**config.mk**
```make
export PLATFORM = sky130hd
export DESIGN_NAME = adder32_pipe_flat
export DESIGN_NICKNAME = d
export VERILOG_FILES = /design/src/rtl/adder32_pkg.sv /design/src/rtl/adder32_if.sv /design/src/rtl/add4_slice_reg.sv /design/src/rtl/adder32_pipe.sv /design/src/flat_wrapper.sv
export SDC_FILE = /design/constraint.sdc
export NUM_CORES = 1
export LEC_CHECK = 0
export ABC_AREA = 1
export BUFFER_PORTS_ARGS = -buffer_cell sky130_fd_sc_hd__buf_4
export CAP_MARGIN = 20
export CELL_PAD_IN_SITES_DETAIL_PLACEMENT = 1
export CELL_PAD_IN_SITES_GLOBAL_PLACEMENT = 2
export CORE_AREA = 2 2 218 220
export DETAILED_ROUTE_END_ITERATION = 10
export DIE_AREA = 0 0 220 222
export HOLD_SLACK_MARGIN = 0.03
export PLACE_DENSITY = 0.84
export SETUP_SLACK_MARGIN = 0.2
export SLEW_MARGIN = 25
export SYNTH_ARGS = -nofsm -noshare
export SYNTH_HDL_FRONTEND = slang
export SYNTH_SLANG_ARGS = --single-unit
```
**constraint.sdc**
```tcl
create_clock -name clk -period 3.5 [get_ports clk]
set_clock_uncertainty 0.05 [all_clocks]
set_input_delay 0.525 -clock clk [delete_from_list [all_inputs] [get_ports clk]]
set_output_delay 0.525 -clock clk [all_outputs]
set_load 0.03 [all_outputs]
```
**src/rtl/adder32_pkg.sv**
```systemverilog
// adder32_pkg: widths and the per-stage register bundle shared by adder32_pipe and its slices
package adder32_pkg;
    localparam int SLICE_W = 4;
    localparam int DATA_W = 32;
    localparam int NSTAGE = DATA_W / SLICE_W;
    typedef struct packed {
        logic valid;
        logic [DATA_W-1:0] sum;
        logic [DATA_W-1:0] a_rem;
        logic [DATA_W-1:0] b_rem;
        logic carry;
    } stage_t;
endpackage

```
**src/rtl/adder32_if.sv**
```systemverilog
// adder32_if: operand/result valid-ready bus for adder32_pipe; the sub port exists only when ADDER32_SUB_EN is defined
interface adder32_if;
    import adder32_pkg::*;
    logic in_valid, in_ready, out_valid, out_ready, ci, cf;
    logic [DATA_W-1:0] a, b, s;
`ifdef ADDER32_SUB_EN
    logic sub;
    modport master(output in_valid, a, b, ci, sub, out_ready, input in_ready, out_valid, s, cf);
    modport slave(input in_valid, a, b, ci, sub, out_ready, output in_ready, out_valid, s, cf);
`else
    modport master(output in_valid, a, b, ci, out_ready, input in_ready, out_valid, s, cf);
    modport slave(input in_valid, a, b, ci, out_ready, output in_ready, out_valid, s, cf);
`endif
endinterface

```
**src/rtl/add4_slice_reg.sv**
```systemverilog
// add4_slice_reg: one 4-bit ripple slice at bit offset K*SLICE_W plus its enabled, sync-reset pipeline register
module add4_slice_reg
    import adder32_pkg::*;
#(
    parameter int K = 0
) (
    input  logic   clk,
    input  logic   rst,
    input  logic   en,
    input  stage_t d,
    output stage_t q
);
    logic [SLICE_W:0] c;
    logic [SLICE_W-1:0] r;
    stage_t nxt;
    assign c[0] = d.carry;
    for (genvar i = 0; i < SLICE_W; i++) begin : g_fa
        assign r[i] = d.a_rem[i] ^ d.b_rem[i] ^ c[i];
        assign c[i+1] = (d.a_rem[i] & d.b_rem[i]) | (c[i] & (d.a_rem[i] ^ d.b_rem[i]));
    end
    always_comb begin
        nxt = d;
        nxt.sum = d.sum | (DATA_W'(r) << (K * SLICE_W));
        nxt.a_rem = d.a_rem >> SLICE_W;
        nxt.b_rem = d.b_rem >> SLICE_W;
        nxt.carry = c[SLICE_W];
    end
    always_ff @(posedge clk) begin
        if (rst) q <= '0;
        else if (en) q <= nxt;
    end
endmodule

```
**src/rtl/adder32_pipe.sv**
```systemverilog
// adder32_pipe: 32-bit adder pipelined as NSTAGE registered 4-bit ripple slices with a global stall; ADDER32_SUB_EN adds a - b
module adder32_pipe
    import adder32_pkg::*;
(
    input logic clk,
    input logic rst,
    adder32_if.slave bus
);
    logic adv;
    logic unused;
    stage_t stg [NSTAGE+1];
    assign adv = !bus.out_valid || bus.out_ready;
    assign bus.in_ready = adv;
`ifdef ADDER32_SUB_EN
    assign stg[0] = '{valid: bus.in_valid, sum: '0, a_rem: bus.a,
                      b_rem: bus.sub ? ~bus.b : bus.b, carry: bus.sub | bus.ci};
`else
    assign stg[0] = '{valid: bus.in_valid, sum: '0, a_rem: bus.a, b_rem: bus.b, carry: bus.ci};
`endif
    for (genvar k = 0; k < NSTAGE; k++) begin : g_stage
        add4_slice_reg #(.K(k)) u_slice (
            .clk(clk),
            .rst(rst),
            .en (adv),
            .d  (stg[k]),
            .q  (stg[k+1])
        );
    end
    assign bus.out_valid = stg[NSTAGE].valid;
    assign bus.s = stg[NSTAGE].sum;
    assign bus.cf = stg[NSTAGE].carry;
    assign unused = ^{stg[NSTAGE].a_rem, stg[NSTAGE].b_rem};
endmodule
```
**src/flat_wrapper.sv**
```systemverilog
// flat-port wrapper written by rule: the top's interface ports become plain ports
module adder32_pipe_flat import adder32_pkg::*;
  (clk, rst, bus_in_valid, bus_a, bus_b, bus_ci, bus_out_ready, bus_in_ready, bus_out_valid, bus_s, bus_cf);
  adder32_if bus_i ();
  input logic clk;
  input logic rst;
  input wire logic [$bits(bus_i.in_valid)-1:0] bus_in_valid;
  input wire logic [$bits(bus_i.a)-1:0] bus_a;
  input wire logic [$bits(bus_i.b)-1:0] bus_b;
  input wire logic [$bits(bus_i.ci)-1:0] bus_ci;
  input wire logic [$bits(bus_i.out_ready)-1:0] bus_out_ready;
  output wire logic [$bits(bus_i.in_ready)-1:0] bus_in_ready;
  output wire logic [$bits(bus_i.out_valid)-1:0] bus_out_valid;
  output wire logic [$bits(bus_i.s)-1:0] bus_s;
  output wire logic [$bits(bus_i.cf)-1:0] bus_cf;
  assign bus_i.in_valid = bus_in_valid;
  assign bus_i.a = bus_a;
  assign bus_i.b = bus_b;
  assign bus_i.ci = bus_ci;
  assign bus_i.out_ready = bus_out_ready;
  assign bus_in_ready = bus_i.in_ready;
  assign bus_out_valid = bus_i.out_valid;
  assign bus_s = bus_i.s;
  assign bus_cf = bus_i.cf;
  adder32_pipe u_core (.clk(clk), .rst(rst), .bus(bus_i));
endmodule
```
==> run metrics <==
final WL=42300 microns; postcts setup bufs=0; Longest Clk Path Bufs=3; Root Buffer=clkbuf_16; Max stage delay on crit path=0.73 ns; CP endpoint kind=output port; Top delay family on crit path=flip-flops; width of the chip=220 microns; # IOs=104; PortBufs=103; max reg flops=384; worst hold slack=0.106 ns; per-cell routed wire length=13.3 microns; final worst slack=0.984 ns; DRC viols=0; vias in the first global route=14600; Max Fclk=397 MHz; hold buffers post-CTS=0; Top reg by flops=u_core.g_stage.u_slice.q; Register Area=7690 sq um; Worst EP arrival=1.94 ns; Area growth, synth to finish=13.8%; status=complete, no violations; critical path's slowest cell=dfxtp_4; pre-CTS setup slack=1.00 ns; Worst Setup Start Kind=register; Ys Warns=0; max cap viols=0; RSZ-0062 raised after global routing=false; Fin. Hold Viols=0; initial antenna violation count=0; Pre-antenna DRT Iters=4; largest net degree at the start of global routing=189; hpwl dp=24200 microns; pwr dens=512 nW/um^2; biggest regs=u_core.g_stage.u_slice.q x384; share of layout cells above drive strength 1=7.32%; Buf/Inv on CP=1; total congestion overflow=0; DRT antenna net count=0; TritonCTS Buffers=45; Final setup violation count=0; post-synthesis sequential area ratio=44.9%; post-layout min period=2.52 ns; number of synthesized register bits=384; CP Data Required Time=2.92 ns; core box area=46300 sq um; critical path peak fanout=48; CTS tree=done; die footprint=48800 sq um; Slew Viols, Final=0; total global-route track usage=17.6%; # H-tree levels=2; Max-slew headroom=33.2%; n_diodes=0; Routability Congestion=0.716; via count=14400; Synthesized Nets=2659; Hold Path Class=primary input to register; clock latency on the worst-skew pair=0.58 ns; Synth cell types=15; Mapped Area=17100 sq um; syn avg cell area=6.69 sq um; Die Ht=222 microns; Mapped Cells=2558; CTS clock-pin slew for the worst setup and hold paths=0.06 ns; setup TNS=0 ns; Lkg Pwr=8.05 nW; CTS sink cnt=384; global-route wire length before repair=71700 microns; DR iter-0 viols=894; CP Class=register to output port; Worst VDD drop=0.288 mV; Worst-Margin Slew=1.00 ns; vias per cell=4.52; part of the cycle the worst path needs=71.9%; CP cell instances=nand2_1, buf_4; FP Rows=79; # resized after CTS=0; initial core utilization=37.0%; # fillers=5947; multi-input logic area=6890 sq um; Final nets=2654
==> layer usage <==
metal / vias to the layer above / global-route usage [%] / wire [microns]
met5: - / 0 / 0
met1: 6701 / 23.9 / 21300
li1: 7515 / - / -
met3: 51 / 2.67 / 1260
met4: 0 / 4.98 / 782
met2: 146 / 28.8 / 19000
==> cells in the mapped netlist <==
cell type	number	area share, %
inv_2	2	0.044
nand2_1	384	8.4
nand3_1	383	11
inv_1	435	9.5
buf_2	98	2.9
dfxtp_1	384	45
fa_1	32	3.7
nor2_1	766	17
clkbuf_1	24	0.53
buf_1	15	0.33
a21oi_1	1	0.029
nor2_4	1	0.066
clkinv_1	1	0.022
buf_6	1	0.066
buf_4	31	1.4
==> layout by cell type, fill, tap and decap left out, drive strengths merged <==
cell type    n
dfxtp      384
fa          32
nand2      384
buf        117
a21oi        1
nor2       767
nand3      383
inv        440
clkbuf      64
bufinv       4
clkinv       7
==> stage by stage <==
step	instance area (sq um)	total power (W)	utilization, %	std cells
2_1_floorplan	17100	0.00513	-	2558
6_report	19500	0.00996	42.1	3190
3_3_place_gp	18000	0.00532	38.9	3113
3_5_place_dp	18000	0.00534	38.9	3113
4_1_cts	19500	0.0101	42.1	3190
5_1_grt	19500	0.0104	42.1	3190
==> path summary, 6_finish.rpt <==
check	slack, ns	cells past startpoint	start	to
worst max-delay path	0.98	2	u_core.g_stage[7].u_slice.q[97]	bus_in_ready
worst min-delay path	0.11	2	rst	u_core.g_stage[7].u_slice.q[97]
worst max register to register	1.19	10	u_core.g_stage[0].u_slice.q[0]	u_core.g_stage[1].u_slice.q[72]
worst min register to register	0.42	2	u_core.g_stage[6].u_slice.q[97]	u_core.g_stage[7].u_slice.q[97]
==> kinds of logic (layout without fill, tap and decap cells) <==
| group | Yosys count | in the layout | share of synthesized area (%) |
|---|---|---|---|
| simple gates | 1534 | 1534 | 36.5 |
| buf+inv | 607 | 632 | 14.8 |
| flops | 384 | 384 | 44.9 |
| fa+ha+maj | 32 | 32 | 3.75 |
| compound gates | 1 | 1 | 0.0292 |
==> area by class of cell <==
type / count / share of cell area (%)
Sequential cell: 384 / 39.5
Multi-Input combinational cell: 1567 / 35.4
Inverter: 438 / 8.53
Clock buffer: 64 / 6.62
Timing Repair Buffer: 117 / 5.09
Tap cell: 607 / 3.90
Clock inverter: 13 / 0.907
==> power breakdown <==
| group | total (W) | internal [W] | leakage, nW | switching (W) |
|---|---|---|---|---|
| clock network | 0.00473 | 0.00284 | 0.724 | 0.00189 |
| registers | 0.00460 | 0.00452 | 3.13 | 0.0000774 |
| logic | 0.000637 | 0.000245 | 4.19 | 0.000393 |
| total | 0.00996 | 0.00760 | 8.05 | 0.00236 |
No activity file was read; power rests on OpenSTA's default activity.
